File: src/rtl/pipe_scan_reader_pkg.sv
// pipe_scan_reader_pkg: shared constants, FSM encodings and gap helper
package pipe_scan_reader_pkg;
   localparam int PIPE_COUNT = 4;
   localparam int SCREEN_W = 640;
   localparam int SCREEN_H = 480;
   localparam logic [1:0] IDLE = 2'd0;
   localparam logic [1:0] ARMED = 2'd1;
   localparam logic [1:0] HIT = 2'd2;
   function automatic logic [9:0] gap_top_of(input int idx, input int base, input int step);
      return 10'(base + idx * step);
   endfunction
endpackage

File: src/rtl/pipe_scan_reader_slot_cmp.sv
// pipe_slot_cmp: pipe-body hit test for one display slot at the current pixel
module pipe_slot_cmp #(
   parameter int PIPE_W = 40,
   parameter int GAP_H = 120
) (
   input  logic [9:0] x,
   input  logic       valid,
   input  logic [9:0] gap_top,
   input  logic [9:0] hcount,
   input  logic [9:0] vcount,
   output logic       term
);
   logic [10:0] h, v, xl, gt;
   logic in_x, in_gap;
   assign h = {1'b0, hcount};
   assign v = {1'b0, vcount};
   assign xl = {1'b0, x};
   assign gt = {1'b0, gap_top};
   assign in_x = h >= xl && h <= xl + 11'(PIPE_W - 1);
   assign in_gap = v >= gt && v <= gt + 11'(GAP_H - 1);
   assign term = valid && in_x && !in_gap;
endmodule

File: src/rtl/pipe_scan_reader.sv
// pipe_scan_reader: pipe table capture, per-pixel pipe/bird query and collision FSM
module pipe_scan_reader
   import pipe_scan_reader_pkg::*;
#(
   parameter int PIPE_W = 40,
   parameter int GAP_H = 120,
   parameter int GAP_BASE = 80,
   parameter int GAP_STEP = 60,
   parameter int BIRD_X = 160,
   parameter int BIRD_W = 16,
   parameter int BIRD_H = 16,
   parameter int GROUND_Y = 440
) (
   input  logic       clk,
   input  logic       reset,
   input  logic       pipe_valid,
   input  logic [9:0] pipe_x,
   input  logic [1:0] pipe_idx,
   input  logic       frame_start,
   input  logic [9:0] hcount,
   input  logic [9:0] vcount,
   input  logic       active,
   input  logic [9:0] bird_y,
   input  logic       game_run,
   output logic       pipe_pixel,
   output logic       bird_pixel,
   output logic       collide,
   output logic       tbl_ready
);
   logic [9:0] live_x [PIPE_COUNT];
   logic [9:0] disp_x [PIPE_COUNT];
   logic [PIPE_COUNT-1:0] live_v, disp_v, slot_term;
   logic [1:0] state, state_nx;
   logic [10:0] h, v, by;
   logic pipe_term, bird_term, overlap, ground;
   for (genvar i = 0; i < PIPE_COUNT; i++) begin : g_slot
      pipe_slot_cmp #(.PIPE_W(PIPE_W), .GAP_H(GAP_H)) u_slot (
         .x(disp_x[i]),
         .valid(disp_v[i]),
         .gap_top(gap_top_of(i, GAP_BASE, GAP_STEP)),
         .hcount(hcount),
         .vcount(vcount),
         .term(slot_term[i])
      );
   end
   assign h = {1'b0, hcount};
   assign v = {1'b0, vcount};
   assign by = {1'b0, bird_y};
   assign pipe_term = active && |slot_term;
   assign bird_term = active && h >= 11'(BIRD_X) && h <= 11'(BIRD_X + BIRD_W - 1)
                      && v >= by && v <= by + 11'(BIRD_H - 1);
   assign overlap = pipe_term && bird_term;
   assign ground = by + 11'(BIRD_H) > 11'(GROUND_Y);
   assign collide = state == HIT;
   // Next collision state; dropping game_run always wins over a hit
   always_comb
      state_nx = !game_run ? IDLE :
                 state == IDLE ? ARMED :
                 state == ARMED && (overlap || (frame_start && ground)) ? HIT : state;
   // Live bank capture and frame-start snapshot; same-cycle writes miss the snapshot
   always_ff @(posedge clk or negedge reset)
      if (!reset) begin
         for (int k = 0; k < PIPE_COUNT; k++) begin
            live_x[k] <= '0;
            disp_x[k] <= '0;
         end
         live_v <= '0;
         disp_v <= '0;
      end else begin
         if (pipe_valid) begin
            live_x[pipe_idx] <= pipe_x;
            live_v[pipe_idx] <= 1'b1;
         end
         if (frame_start) begin
            disp_x <= live_x;
            disp_v <= live_v;
         end
      end
   // Registered pixel outputs, collision state and sticky table-ready flag
   always_ff @(posedge clk or negedge reset)
      if (!reset) begin
         pipe_pixel <= 1'b0;
         bird_pixel <= 1'b0;
         state <= IDLE;
         tbl_ready <= 1'b0;
      end else begin
         pipe_pixel <= pipe_term;
         bird_pixel <= bird_term;
         state <= state_nx;
         tbl_ready <= tbl_ready | &live_v;
      end
endmodule

File: config.mk
export PLATFORM = sky130hd
export DESIGN_NAME = pipe_scan_reader
export DESIGN_NICKNAME = d
export VERILOG_FILES = /design/src/rtl/pipe_scan_reader_pkg.sv /design/src/rtl/pipe_scan_reader_slot_cmp.sv /design/src/rtl/pipe_scan_reader.sv
export SDC_FILE = /design/constraint.sdc
export NUM_CORES = 1
export LEC_CHECK = 0
export ABC_AREA = 1
export BUFFER_PORTS_ARGS = -buffer_cell sky130_fd_sc_hd__buf_2
export CELL_PAD_IN_SITES_DETAIL_PLACEMENT = 0
export CELL_PAD_IN_SITES_GLOBAL_PLACEMENT = 1
export CORE_MARGIN = 2
export CORE_UTILIZATION = 49
export CTS_CLUSTER_DIAMETER = 50
export CTS_CLUSTER_SIZE = 30
export DETAILED_ROUTE_END_ITERATION = 12
export GPL_TIMING_DRIVEN = 0
export PLACE_DENSITY = 0.89
export SYNTH_ARGS = -nofsm -noshare
export SYNTH_HDL_FRONTEND = slang
export SYNTH_SLANG_ARGS = --single-unit
File: constraint.sdc
create_clock -name clk -period 4.55 [get_ports clk]
set_input_delay 0.455 -clock clk [delete_from_list [all_inputs] [get_ports clk]]
set_output_delay 0.455 -clock clk [all_outputs]
set_load 0.005 [all_outputs]
==> out/metrics.cfg <==
[status]
status=finished clean

[global_route]
grt_pass1_vias=5551
grt_max_degree=65
grt_pass1_wl_um=28000
grt_use_total_pct=24.5
grt_overflow_total=0
antenna_found_initial=0

[final_layout]
drive_gt1_share_pct=8.18
area_growth_pct=11.8
diodes=0
final_nets=1104

[synthesis]
yosysMostFrequentCell=nand2_1
ys_top_cells_by_count=nand2_1 (232), inv_1 (116), ha_1 (107), o21ai_0 (94), dfrtp_1 (93)
syn-instance-count=887
syn-num-nets=1042
synth_top_area_cell=dfrtp_1
synth_flop_cell=dfrtp_1
ys_ff_latch=93
yosys_warnings=0
yosysSeqAreaShare_pct=33.9
async_flop_share_pct=100
ys_types=33
synth-edff-count=0
netlist.area_leader.share_pct=33.9
netlist_area_sq_um=6870
synth_area_per_cell_sq_um=7.74
synthTopCellsByArea=dfrtp_1 (34%), ha_1 (19%), nand2_1 (13%)

[power]
power.leakage_nw=3.98
peakVddDrop_mv=0.163
power_density_nw_per_um2=350
p_total_w=0.00269

[floorplan]
die_width_um=122
core_sq_um=13800
initial_core_util_pct=49.9
die_y_um=122
fp-row-count=43
io_pins=52
die-area_sq_um=15000

[clock_tree]
clkTransAtPathRegs_ps=70
cts_setup_buffers=0
clock-sinks=93
cts_tree=built
cts-root-buf=clkbuf_16
cts_resized=0
clk_latency_ps=350
ctsHoldBuffers=0
cts_inserted_buffers=9
htree_levels=3
cts_buffer_depth=2

[critical_path]
critPathCaptureType=flop
worstPathArrival_ps=3090
start_kind=flop
crit_chain=inv_1, ha_1, nand2_1, nand2_1, o21ai_1, xor2_1, ha_1, nand2_1, inv_1, a21oi_1, nand2_1, nand2_1, nand2_1, nand2_1, nand2_1, nand2_1, nand3_1, nand3_1, nand3_1, nand2_1, nand2_1, a21oi_2
worst-path-max-fanout=4
crit_buf_inv=2
slowest_stage=dfrtp_1
cp.required_ps=4830
crit_top_cell=nand2_1
cp_top_family=simple AND/OR/NAND/NOR gates
critical_path_class=flop to flop
critical-path-max-stage-delay_ps=350

[sta]
maxSlewViolCount=0
tightest_slew_ps=558
setup_viol_count_final=0
timing.final.crit_share_pct=61.9
relSlewSlack_pct=62.8
fin_tns_setup_ps=0
rsz0062_at_grt=no
hold_viol=0
finalCriticalPeriod_ps=2820
fmax_mhz=355
finClkSkew_ps=5.33

[routing]
drcViolationCount=0
drt_iter0_drc=286
vias_per_cell=5.20
route.detailed.wl_per_inst_um=14.9
first_pass_iters=5
vias=5896
drt-total-wl_um=16900
drtAntennaViolNets=0

[placed_design]
gp_routability_congestion=0.876
dp_hpwl_um=13100
placement.io_buffers=50

[flow_run]
drv_cap=0

[hold_path]
hp-class=primary input to asynchronous set/reset pin

path summary, 6_finish.rpt:
kind | startpoint | end | slack (ps) | cells past startpoint
min in group clk | active | pipe_pixel | 330 | 3
max in group asynchronous | reset | disp_x[35] | 3860 | 2
max | disp_x[10] | state[1] | 1730 | 22
min | reset | live_x[21] | 40 | 1
min reg2reg | tbl_ready | tbl_ready | 470 | 1
max reg2reg | disp_x[10] | state[1] | 1730 | 22
logic make-up (layout without fill, tap and decap cells):
| group | Yosys count | after routing | share of synthesized area [%] |
|---|---|---|---|
| DFF | 93 | 93 | 33.9 |
| and+or+nand+nor | 351 | 351 | 21.5 |
| buffers and inverters | 136 | 203 | 7.58 |
| xor gates and xnor gates | 37 | 37 | 4.72 |
| adders and majority gates | 107 | 107 | 19.5 |
| AOI/OAI and AO/OA | 163 | 163 | 12.9 |
flip-flops by register name, indices dropped and copies added, names as in the netlist:
name and count:
state 2, live_x 40, disp_v 4, tbl_ready 1, pipe_pixel 1, live_v 4, disp_x 40, bird_pixel 1
worst register-to-register path, cell delays in order (launching register included):
cell     delay [ps]
dfrtp_1         350
inv_1           100
ha_1            240
nand2_1          70
nand2_1          70
o21ai_1         270
xor2_1          190
ha_1            260
nand2_1          90
inv_1            40
a21oi_1         140
nand2_1          70
nand2_1          50
nand2_1          50
nand2_1          50
nand2_1          40
nand2_1          80
nand3_1         110
nand3_1         150
nand3_1          80
nand2_1          80
nand2_1          70
a21oi_2         100
power by group:
part	leakage [nW]	switching, W	internal [W]	total (W)
registers	1.14	0.0000703	0.000945	0.00102
logic	2.69	0.000544	0.000348	0.000892
clock network	0.147	0.000331	0.000447	0.000778
placed cells by master, fill, tap and decap left out, drive strengths merged, types with 7 or more instances in the layout:
| cell | netlist | layout |
|---|---|---|
| inv | 118 | 121 |
| dfrtp | 93 | 93 |
| o211ai | 7 | 7 |
| nor2 | 50 | 50 |
| a21oi | 46 | 46 |
| nand3 | 36 | 36 |
| clkbuf | 18 | 29 |
| nor3 | 11 | 11 |
| nand4 | 11 | 11 |
| nand2 | 233 | 233 |
| o21ai | 95 | 95 |
| ha | 107 | 107 |
| buf | 0 | 51 |
| xor2 | 32 | 32 |
through the flow:
step	instances	setup slack (ps)	hold WS [ps]	util [%]	area [sq um]
after global routing	1134	1440	61.7	55.8	7680
after CTS	1134	1680	43.6	55.8	7680
after floorplan	887	2200	159	-	6870
after detailed placement	1118	1700	412	53.5	7370
after global placement	1117	1730	463	53.3	7340
final	1134	1730	36.8	55.8	7680
final cells by class:
class / count / area, sq um
multi-input cells: 658 / 4020
plain buffers: 18 / 77.6
flip-flops and latches: 93 / 2330
clock buffers: 11 / 243
well taps: 180 / 225
clock inverters: 5 / 63.8
inverters: 118 / 443
fillers: 1402 / 6090
repair buffers: 51 / 280
routing by layer:
| layer | wire length, um | global-route usage [%] | vias to the layer above |
|---|---|---|---|
| met5 | 0 | 0 | - |
| met4 | 215 | 6.39 | 0 |
| met3 | 655 | 2.56 | 14 |
| met2 | 7650 | 38.6 | 100 |
| met1 | 8390 | 35.9 | 2736 |
| li1 | - | - | 3046 |
No activity file was read; power rests on OpenSTA's default activity.
